`src/rtl/seq_pattern_tx_if.sv`:
```
// Load-side handshake bundle for seq_pattern_tx.
//   load_valid  master -> slave  load_data/load_len are valid
//   load_ready  slave  -> master holding buffer can accept a pattern
//   load_data   master -> slave  pattern, bit 0 transmitted first
//   load_len    master -> slave  pattern length in bits minus 1
interface seq_pattern_tx_if #(
  parameter int unsigned WIDTH = 16,
  parameter int unsigned LEN_W = 4
);
  logic             load_valid;
  logic             load_ready;
  logic [WIDTH-1:0] load_data;
  logic [LEN_W-1:0] load_len;

  modport master (
    output load_valid,
    output load_data,
    output load_len,
    input  load_ready
  );

  modport slave (
    input  load_valid,
    input  load_data,
    input  load_len,
    output load_ready
  );
endinterface

```
`src/rtl/seq_pattern_tx.sv`:
```
// Serial pattern transmitter. Accepts a parallel pattern over a valid/ready handshake into a
// one-entry holding buffer and shifts it out LSB first, one bit per bit_en_i strobe. The
// buffer lets the next frame start with no idle bit; rpt_i replays the last frame when the
// buffer is empty.
//   clk, rst_n    clock and asynchronous active-low reset
//   load_if       handshake bundle (slave side): load_valid/load_ready/load_data/load_len
//   bit_en_i      consume the current bit
//   rpt_i         replay the current frame at frame end if nothing is buffered
//   abort_i       synchronous flush of buffer and shifter
//   sout_o        serial data, forced to 0 when sout_valid_o is low
//   sout_valid_o  sout_o carries a frame bit
//   busy_o        shifter active or buffer occupied
//   done_o        one-cycle pulse after the last bit of a frame is consumed
module seq_pattern_tx #(
  parameter int unsigned WIDTH = 16,
  parameter int unsigned LEN_W = 4
) (
  input  logic            clk,
  input  logic            rst_n,
  seq_pattern_tx_if.slave load_if,
  input  logic            bit_en_i,
  input  logic            rpt_i,
  input  logic            abort_i,
  output logic            sout_o,
  output logic            sout_valid_o,
  output logic            busy_o,
  output logic            done_o
);

  typedef enum logic [0:0] {StIdle, StShift} state_e;

  state_e             state_q, state_d;
  logic               buf_valid_q, buf_valid_d;
  logic [WIDTH-1:0]   buf_data_q, buf_data_d;
  logic [LEN_W-1:0]   buf_len_q, buf_len_d;
  logic [WIDTH-1:0]   shreg_q, shreg_d;
  logic [LEN_W-1:0]   cnt_q, cnt_d;
  logic [WIDTH-1:0]   copy_data_q, copy_data_d;
  logic [LEN_W-1:0]   copy_len_q, copy_len_d;
  logic               done_q, done_d;

  logic load_ready;
  logic transfer;
  logic load_from_buf;

  assign load_ready         = ~buf_valid_q & ~abort_i;
  assign load_if.load_ready = load_ready;
  assign transfer           = load_if.load_valid & load_ready;

  always_comb begin
    state_d       = state_q;
    buf_valid_d   = buf_valid_q;
    buf_data_d    = buf_data_q;
    buf_len_d     = buf_len_q;
    shreg_d       = shreg_q;
    cnt_d         = cnt_q;
    copy_data_d   = copy_data_q;
    copy_len_d    = copy_len_q;
    done_d        = 1'b0;
    load_from_buf = 1'b0;

    if (abort_i) begin
      // Flush wins over everything; no done pulse for the killed frame.
      state_d     = StIdle;
      buf_valid_d = 1'b0;
      shreg_d     = '0;
      cnt_d       = '0;
    end else begin
      unique case (state_q)
        StIdle: begin
          if (buf_valid_q) load_from_buf = 1'b1;
        end
        StShift: begin
          if (bit_en_i) begin
            if (cnt_q != '0) begin
              shreg_d = shreg_q >> 1;
              cnt_d   = cnt_q - 1'b1;
            end else begin
              done_d = 1'b1;
              if (buf_valid_q) begin
                load_from_buf = 1'b1;
              end else if (rpt_i) begin
                shreg_d = copy_data_q;
                cnt_d   = copy_len_q;
              end else begin
                state_d = StIdle;
              end
            end
          end
        end
        default: state_d = StIdle;
      endcase

      if (load_from_buf) begin
        shreg_d     = buf_data_q;
        cnt_d       = buf_len_q;
        copy_data_d = buf_data_q;
        copy_len_d  = buf_len_q;
        buf_valid_d = 1'b0;
        state_d     = StShift;
      end

      // Applied after the shifter load so a same-edge refill keeps the new pattern.
      if (transfer) begin
        buf_valid_d = 1'b1;
        buf_data_d  = load_if.load_data;
        buf_len_d   = load_if.load_len;
      end
    end
  end

  always_ff @(posedge clk or negedge rst_n) begin
    if (!rst_n) begin
      state_q     <= StIdle;
      buf_valid_q <= 1'b0;
      buf_data_q  <= '0;
      buf_len_q   <= '0;
      shreg_q     <= '0;
      cnt_q       <= '0;
      copy_data_q <= '0;
      copy_len_q  <= '0;
      done_q      <= 1'b0;
    end else begin
      state_q     <= state_d;
      buf_valid_q <= buf_valid_d;
      buf_data_q  <= buf_data_d;
      buf_len_q   <= buf_len_d;
      shreg_q     <= shreg_d;
      cnt_q       <= cnt_d;
      copy_data_q <= copy_data_d;
      copy_len_q  <= copy_len_d;
      done_q      <= done_d;
    end
  end

  assign sout_valid_o = (state_q == StShift);
  assign sout_o       = sout_valid_o & shreg_q[0];
  assign busy_o       = (state_q == StShift) | buf_valid_q;
  assign done_o       = done_q;

endmodule
```
`src/flat_wrapper.sv`:
```
// flat-port wrapper written by rule: the top's interface ports become plain ports
module seq_pattern_tx_flat 
#(
  parameter int unsigned WIDTH = 16,
  parameter int unsigned LEN_W = 4
)
  (clk, rst_n, bit_en_i, rpt_i, abort_i, sout_o, sout_valid_o, busy_o, done_o, load_if_load_valid, load_if_load_data, load_if_load_len, load_if_load_ready);
  seq_pattern_tx_if #(.WIDTH(WIDTH), .LEN_W(LEN_W)) load_if_i ();
  input  logic clk;
  input  logic rst_n;
  input  logic bit_en_i;
  input  logic rpt_i;
  input  logic abort_i;
  output logic sout_o;
  output logic sout_valid_o;
  output logic busy_o;
  output logic done_o;
  input wire logic [$bits(load_if_i.load_valid)-1:0] load_if_load_valid;
  input wire logic [$bits(load_if_i.load_data)-1:0] load_if_load_data;
  input wire logic [$bits(load_if_i.load_len)-1:0] load_if_load_len;
  output wire logic [$bits(load_if_i.load_ready)-1:0] load_if_load_ready;
  assign load_if_i.load_valid = load_if_load_valid;
  assign load_if_i.load_data = load_if_load_data;
  assign load_if_i.load_len = load_if_load_len;
  assign load_if_load_ready = load_if_i.load_ready;
  seq_pattern_tx #(.WIDTH(WIDTH), .LEN_W(LEN_W)) u_core (.clk(clk), .rst_n(rst_n), .load_if(load_if_i), .bit_en_i(bit_en_i), .rpt_i(rpt_i), .abort_i(abort_i), .sout_o(sout_o), .sout_valid_o(sout_valid_o), .busy_o(busy_o), .done_o(done_o));
endmodule
```
`config.mk`:
```
export PLATFORM = sky130hd
export DESIGN_NAME = seq_pattern_tx_flat
export DESIGN_NICKNAME = d
export VERILOG_FILES = /design/src/rtl/seq_pattern_tx_if.sv /design/src/rtl/seq_pattern_tx.sv /design/src/flat_wrapper.sv
export SDC_FILE = /design/constraint.sdc
export NUM_CORES = 1
export LEC_CHECK = 0
export CAP_MARGIN = 20
export CORE_ASPECT_RATIO = 2
export CORE_MARGIN = 2
export CORE_UTILIZATION = 50
export CTS_BUF_LIST = sky130_fd_sc_hd__clkbuf_16
export DETAILED_ROUTE_END_ITERATION = 10
export GPL_ROUTABILITY_DRIVEN = 0
export HOLD_SLACK_MARGIN = 0.02
export PLACE_DENSITY = 0.75
export RECOVER_POWER = 50
export SYNTH_ARGS = -nofsm -noshare
export SYNTH_HDL_FRONTEND = slang
export SYNTH_SLANG_ARGS = --single-unit
```
`constraint.sdc`:
```
create_clock -name clk -period 2 [get_ports clk]
set_input_delay 0.2 -clock clk [delete_from_list [all_inputs] [get_ports clk]]
set_output_delay 0.2 -clock clk [all_outputs]
set_load 0.005 [all_outputs]
```
==> summary.txt, run 1 <==
Yosys
  • Number of synthesized register bits: 63
  • Sequential fraction of the synthesis area: 55.00%
  • YS warnings: 0
  • Syn Inst Count: 275
  • Yosys cell types: 32
  • Syn Area/Cell: 10.42 µm²
  • Cell taking the most area after synthesis: dfrtp_1
  • Synthesized area: 2866 µm²
  • Top-area cell type share of the netlist area: 55.00%
  • Mapped Nets: 303
  • Largest cells by area after synthesis: dfrtp_1 55%, mux2_2 8.2%, o21ai_0 6.5%

Layout
  • Commonest non-fill, non-tap cells in the layout: 63 x dfrtp_1, 37 x o21ai_0, 28 x clkdlybuf4s50_1, 25 x inv_1, 23 x nand2_1
  • Share of layout cells above drive strength 1: 20.43%
  • Fill cells: 452
  • Commonest non-fill, non-tap cell in the layout: dfrtp_1
  • Multi-input gate area: 1130 µm²
  • Synthesis-to-layout area growth: 27.24%
  • Reg area: 1577 µm²
  • Finished Layout Cells: 389
  • Final #Nets: 351
  • ANT cells: 0
  • Util after Layout: 64.99%

Timing
  • Least-Margin Pin Slew: 1.296 ns
  • Final Hold Viols: 0
  • Final setup fails: 0
  • Crit path time final: 1.939 ns
  • Fin crit share: 96.96%
  • Max Slew Vio Count: 0
  • Hold_ws: 0.4620 ns
  • Relative slew slack: 13.63%
  • Maximum clock frequency: 0.5157 GHz
  • Setup TNS: 0 ns
  • Final Skew: 0.004024 ns

Route
  • Drt wl/cell: 16.55 µm
  • Drt drc: 0
  • Vias: 2233
  • WL final: 6439 µm
  • Routed Antenna Nets: 0
  • Initial DRC count: 70
  • Vias/cell: 5.740
  • Pre-Repair DR Iteration Count: 4

Setup path
  • Worst EP arrival: 2.14 ns
  • Startpoint Class: flop
  • CP max stage delay: 0.46 ns
  • Critical-path cell with the highest stage delay: or4b_4
  • Worst Path Max Fanout: 11
  • Crit path kind: reg2reg
  • Crit. End Element: flop
  • WP data required: 2.20 ns
  • CP cell instances: inv_2 > ha_4 > or4b_4 > a221o_1 > buf_4 > nor2_1 > a221oi_1

Floorplan
  • Die Wd: 57.54 µm
  • Initial Utilization: 51.08%
  • Vert. Die Dim: 111.1 µm
  • IO Count: 31
  • Row cnt: 39
  • Core ar.: 5612 µm²
  • Die Area: 6392 µm²

Clock tree
  • TritonCTS buffer count: 9
  • Clock latency on the worst-skew pair: 0.33 ns
  • H-tree depth: 3
  • CTS Sinks: 63
  • Clk buf depth: 2
  • Root Buffer: clkbuf_16
  • CTS tree: built
  • Worst-path clk slew: 0.05 ns

Placed design
  • Cell count after placement: 368
  • IO Port Bufs: 30
  • DPL Wire Length: 4269 µm

Global routing
  • Gr ovfl total: 0
  • Vias in the first global route: 2318
  • Largest net degree at the start of global routing: 40
  • Initial antenna violation count: 0
  • First-pass GRT wire length: 10810 µm
  • Gr usage total: 22.16%

Power
  • Leak pwr: 1.600 nW
  • Total power: 4.160 mW
  • Peak supply drop: 0.0008451 V
  • PD cells: 1140 nW/µm²

Status
  • Outcome: completed

Run
  • Maxcap violations: 0

Worst hold path
  • Hold Path Class: in2reg
==> kinds of logic after synthesis <==
group	count (synthesis)	synth area share [%]
AND/OR/NAND/NOR	76	13.18
buffers and inverters	42	6.460
adder cells (fa/ha/maj)	2	0.8728
multiplexers	21	8.250
flip-flops	63	55.00
XOR/XNOR	1	0.3056
AO/OA/AOI/OAI	70	15.93
==> worst max-delay path, delay by kind of cell, from the launching register on <==
kind	cells	cell delay, ns
buffers and inverters	2	0.28
DFF	1	0.40
AOI/OAI and AO/OA	2	0.41
adders and majority gates	1	0.15
and+or+nand+nor	2	0.57
==> area by class of cell <==
class	instances	share of cell area (%)
clock buffer	9	6.175
clock inverter	7	1.544
inverter	25	2.573
multi-input combinational	170	30.98
sequential	63	43.22
tap	61	2.093
timing repair buffer	54	13.41
==> path summary, 6_finish.rpt <==
path | start | to | slack [ns] | depth (start not counted)
max in group asynchronous | rst_n | u_core.buf_len_q[3] | 0.35 | 3
min in group asynchronous | rst_n | u_core.buf_data_q[1] | 0.68 | 2
hold / removal | load_if_load_valid | u_core.buf_valid_q | 0.46 | 3
setup reg to reg | u_core.cnt_q[1] | u_core.shreg_q[0] | 0.06 | 7
setup / recovery | u_core.cnt_q[1] | u_core.shreg_q[0] | 0.06 | 7
hold reg to reg | u_core.buf_data_q[3] | u_core.buf_data_q[3] | 0.51 | 1
==> power breakdown <==
| group | switching, mW | total, mW | internal, mW |
|---|---|---|---|
| combinational | 0.443 | 0.891 | 0.448 |
| clock | 0.527 | 1.47 | 0.941 |
| sequential | 0.202 | 1.80 | 1.60 |
| total | 1.17 | 4.16 | 2.99 |
==> synth_stat cells <==
| cell type | count |
|---|---|
| o211ai_1 | 1 |
| xor2_1 | 1 |
| a221oi_1 | 17 |
| a22oi_1 | 1 |
| or4b_4 | 1 |
| mux2_2 | 21 |
| a21o_1 | 1 |
| clkbuf_1 | 10 |
| or2_2 | 1 |
| nand2_1 | 23 |
| inv_1 | 25 |
| nand2b_1 | 3 |
| o221ai_1 | 1 |
| nor3b_2 | 1 |
| nand4bb_1 | 1 |
| a211oi_2 | 1 |
| or3b_1 | 1 |
| a221o_1 | 1 |
| a31oi_1 | 1 |
| a311o_1 | 1 |
| a21oi_1 | 5 |
| and2_1 | 3 |
| buf_6 | 3 |
| dfrtp_1 | 63 |
| or3_1 | 16 |
| o22ai_2 | 1 |
| ha_1 | 2 |
| o21ai_0 | 37 |
| o31ai_1 | 2 |
| buf_2 | 4 |
| nor3_1 | 3 |
| nor2_1 | 23 |
==> layer usage <==
layer	up-vias	part of all wire, %	GRT usage (%)
li1	1054	-	-
met1	1116	41	27.73
met2	49	52	34.77
met3	14	3.8	6.418
met4	0	2.5	10.08
met5	-	0	0
==> sequential cells by signal (all words and copies together), names as in the netlist <==
| name | flops |
|---|---|
| u_core.buf_data_q | 16 |
| u_core.copy_data_q | 16 |
| u_core.shreg_q | 16 |
| u_core.buf_len_q | 4 |
| u_core.cnt_q | 4 |
| u_core.copy_len_q | 4 |
| u_core.buf_valid_q | 1 |
| u_core.done_o | 1 |
| u_core.sout_valid_o | 1 |
==> what timing repair did <==
item / 4_1_cts / 5_1_grt
resized for setup: 3 / 6
endpoints found under the setup margin: 14 / 19
endpoints found under the hold margin: 24 / 0
buffers inserted: 0 / 3
pin swaps: 0 / 2
hold buffers: 1 / 0
gates cloned: 0 / 1
==> stage by stage <==
stage          setup slack (ns)  area [µm²]
4_1_cts                 0.01617        3613
3_3_place_gp           -0.07080        3309
5_1_grt                -0.02857        3647
6_report                0.06085        3647
2_1_floorplan           0.05722        2867
3_5_place_dp            -0.1147        3309
Note: power is estimated with default switching activity, not from simulation.
==> run 2: changes to the inputs <==
--- a/config.mk
+++ b/config.mk
@@ -8,13 +8,15 @@
 export CAP_MARGIN = 20
 export CORE_ASPECT_RATIO = 2
 export CORE_MARGIN = 2
-export CORE_UTILIZATION = 50
+export CORE_UTILIZATION = 55
 export CTS_BUF_LIST = sky130_fd_sc_hd__clkbuf_16
 export DETAILED_ROUTE_END_ITERATION = 10
+export DONT_BUFFER_PORTS = 1
 export GPL_ROUTABILITY_DRIVEN = 0
 export HOLD_SLACK_MARGIN = 0.02
-export PLACE_DENSITY = 0.75
+export PLACE_DENSITY = 0.73
 export RECOVER_POWER = 50
+export SLEW_MARGIN = 5
 export SYNTH_ARGS = -nofsm -noshare
 export SYNTH_HDL_FRONTEND = slang
 export SYNTH_SLANG_ARGS = --single-unit
==> run 2 against run 1 <==
  * Clock skew increased by 0.0018 ns
  * Maximum frequency about the same
  * Worst setup slack got worse by 0.0012 ns
  * Critical path depth unchanged
  * Hold slack got worse by 0.44 ns
  * Sequential power about the same
  * Critical path type unchanged
  * Critical endpoint is now u_core.shreg_q[7]
==> summary.txt, run 2 (synthesized netlist as in run 1, its figures left out) <==
Setup path
  • CP Launch Point: u_core.cnt_q[0]
  • Crit path kind: reg2reg
  • Worst Path Max Fanout: 21 (+10)
  • Worst EP arrival: 2.14 ns (about the same)
  • Crit. End Element: flop
  • FF-to-FF End: u_core.shreg_q[7]
  • End point of the critical path: u_core.shreg_q[7]
  • FF-to-FF setup slack: 0.06 ns (about the same)
  • WP data required: 2.20 ns (about the same)
  • Path depth of the worst reg2reg path: 7 (unchanged)
  • Startpoint Class: flop
  • Reg2Reg Launch Point: u_core.cnt_q[0]

Layout
  • Share of layout cells above drive strength 1: 20.85% (+0.42 points)
  • Multi-input gate area: 1157 µm² (+2.4%)
  • Reg area: 1577 µm² (unchanged)
  • Leading registers by flop count: u_core.buf_data_q x16, u_core.copy_data_q x16, u_core.shreg_q x16
  • Synthesis-to-layout area growth: 22.92%
  • Commonest non-fill, non-tap cells in the layout: 63 x dfrtp_1, 37 x o21ai_0, 24 x inv_1, 23 x nand2_1, 21 x mux2_2
  • Finished Layout Cells: 365 (-6.2%)
  • Final Cell Area: 3523 µm² (-3.4%)
  • Final #Nets: 330 (-6.0%)
  • ANT cells: 0 (unchanged)
  • Commonest non-fill, non-tap cell in the layout: dfrtp_1
  • Fill cells: 387 (-14%)

Floorplan
  • Core ar.: 5092 µm² (-9.3%)
  • Die Wd: 55.05 µm (-4.3%)
  • Die Area: 5841 µm² (-8.6%)
  • Initial Utilization: 56.29% (+5.2 points)
  • Row cnt: 37 (-5.1%)
  • IO Count: 31 (unchanged)
  • Vert. Die Dim: 106.1 µm (-4.5%)

Placed design
  • Post-DP Area: 2978 µm² (-10%)
  • DPL Wire Length: 3711 µm (-13%)
  • Dpl ws: -0.02804 ns (+0.08665 ns)
  • IO Port Bufs: 0 (-100%)
  • Cell count after placement: 329 (-11%)

Route
  • WL final: 6592 µm (+2.4%)
  • Initial DRC count: 69 (-1.4%)
  • Vias/cell: 5.912 (+3.0%)
  • Routed Antenna Nets: 0 (unchanged)
  • Pre-Repair DR Iteration Count: 4 (unchanged)
  • Drt wl/cell: 18.06 µm (+9.1%)
  • Vias: 2158 (-3.4%)
  • Drt drc: 0 (unchanged)

Power
  • Total power: 4.150 mW (-0.23%)
  • PD cells: 1178 nW/µm² (+3.3%)
  • Peak supply drop: 0.0007892 V (-6.6%)
  • Leak pwr: 1.531 nW (-4.3%)

Clock tree
  • TritonCTS buffer count: 9 (unchanged)
  • CTS Sinks: 63 (unchanged)
  • CTS tree: built
  • H-tree depth: 3 (unchanged)
  • Worst-path clk slew: 0.05 ns (about the same)
  • Clk buf depth: 2 (unchanged)
  • Clock latency on the worst-skew pair: 0.33 ns (about the same)
  • Root Buffer: clkbuf_16

Global routing
  • Gr ovfl total: 0 (unchanged)
  • First-pass GRT wire length: 10650 µm (-1.5%)
  • Initial antenna violation count: 0 (unchanged)
  • Vias in the first global route: 2304 (-0.60%)
  • Largest net degree at the start of global routing: 64 (+60%)
  • Gr usage total: 25.54% (+3.4 points)

Timing
  • Crit path time final: 1.940 ns (+0.001210 ns)
  • Final Worst Setup Slack: 0.05964 ns (-0.001210 ns)
  • Max Slew Vio Count: 0 (unchanged)
  • Fin crit share: 97.02% (about the same)
  • Final Hold Viols: 0 (unchanged)
  • Final Skew: 0.005812 ns (+0.001788 ns)
  • Hold_ws: 0.02414 ns (-0.4379 ns)
  • Final setup fails: 0 (unchanged)
  • Unrepaired setup endpoints after global routing: true
  • Maximum clock frequency: 0.5154 GHz (about the same)
  • Relative slew slack: 9.765% (-3.9 points)
  • Least-Margin Pin Slew: 1.354 ns (+0.05791 ns)

Worst hold path
  • Hold Path Class: in2reg

Status
  • Outcome: completed

Run
  • Maxcap violations: 0 (unchanged)
[run 2: cell types whose count changed in the layout (fill, tap and decap cells not counted), moves of 2 or more]
cell / previous run / this run
clkinv_1: 1 / 3
nor2_1: 22 / 20
buf_6: 4 / 2
buf_12: 0 / 2
clkdlybuf4s50_1: 28 / 0
nor2_2: 1 / 3
dlygate4sd3_1: 2 / 16
buf_4: 18 / 11
[run 2: critical path, stage by stage (launching register included)]
cell and delay, ns:
dfrtp_1 0.40, inv_2 0.09, ha_4 0.16, or4b_4 0.47
a221o_1 0.35, buf_12 0.17, nor2_1 0.10, a221oi_1 0.06
[run 2: cell type report]
cell class	instances	share of cell area (%)
clock buffer	9	6.392
clock inverter	7	1.562
inverter	25	2.663
multi-input combinational	170	32.85
sequential	63	44.74
tap	58	2.060
timing repair buffer	33	9.730
[run 2: metrics by stage]
step,setup TNS (ns),util [%]
detailed placement,-0.03128,58.48
finish,0,69.19
global route,-0.03765,69.19
floorplan,0,-
CTS,0,68.40
global placement,0,58.48
[run 2: how the worst min path moves through the flow]
stage	start	to	slack [ns]	depth (start not counted)
global route	load_if_load_valid	u_core.buf_valid_q	0.03	2
CTS	load_if_load_data[15]	u_core.buf_data_q[15]	0.02	1
floorplan	rst_n	u_core.buf_data_q[0]	-0.1	0
finish	load_if_load_data[15]	u_core.buf_data_q[15]	0.02	1
global placement	rst_n	u_core.buf_data_q[2]	-0.09	0
detailed placement	rst_n	u_core.copy_data_q[2]	-0.09	0
[run 2: routing by layer]
metal / track usage [%] / share of wire [%] / vias to the layer above
li1: - / - / 1015
met1: 30.02 / 38 / 1061
met2: 41.58 / 54 / 63
met3: 7.163 / 4.8 / 19
met4: 11.32 / 3.3 / 0
met5: 0 / 0 / -
[run 2: power breakdown]
group | internal (mW) | switching, mW | leakage [nW] | total (mW)
logic | 0.439 | 0.448 | 0.610 | 0.887
clock network | 0.940 | 0.525 | 0.143 | 1.46
registers | 1.60 | 0.201 | 0.778 | 1.80
total | 2.98 | 1.17 | 1.53 | 4.15
[run 2: repair_timing]
item,in CTS,in global routing
resized for setup,2,10
setup endpoints to repair,5,21
cloned,1,0
hold buffers,17,0
pin swaps,1,3
hold endpoints to repair,79,0
buffers inserted,0,2
==> run 3: changes to the inputs <==
--- a/config.mk
+++ b/config.mk
@@ -5,7 +5,7 @@
 export SDC_FILE = /design/constraint.sdc
 export NUM_CORES = 1
 export LEC_CHECK = 0
-export CAP_MARGIN = 20
+export CAP_MARGIN = 5
 export CORE_ASPECT_RATIO = 2
 export CORE_MARGIN = 2
 export CORE_UTILIZATION = 55
==> results of run 3 <==
Final layout, timing and power as in run 2 (identical DEF).
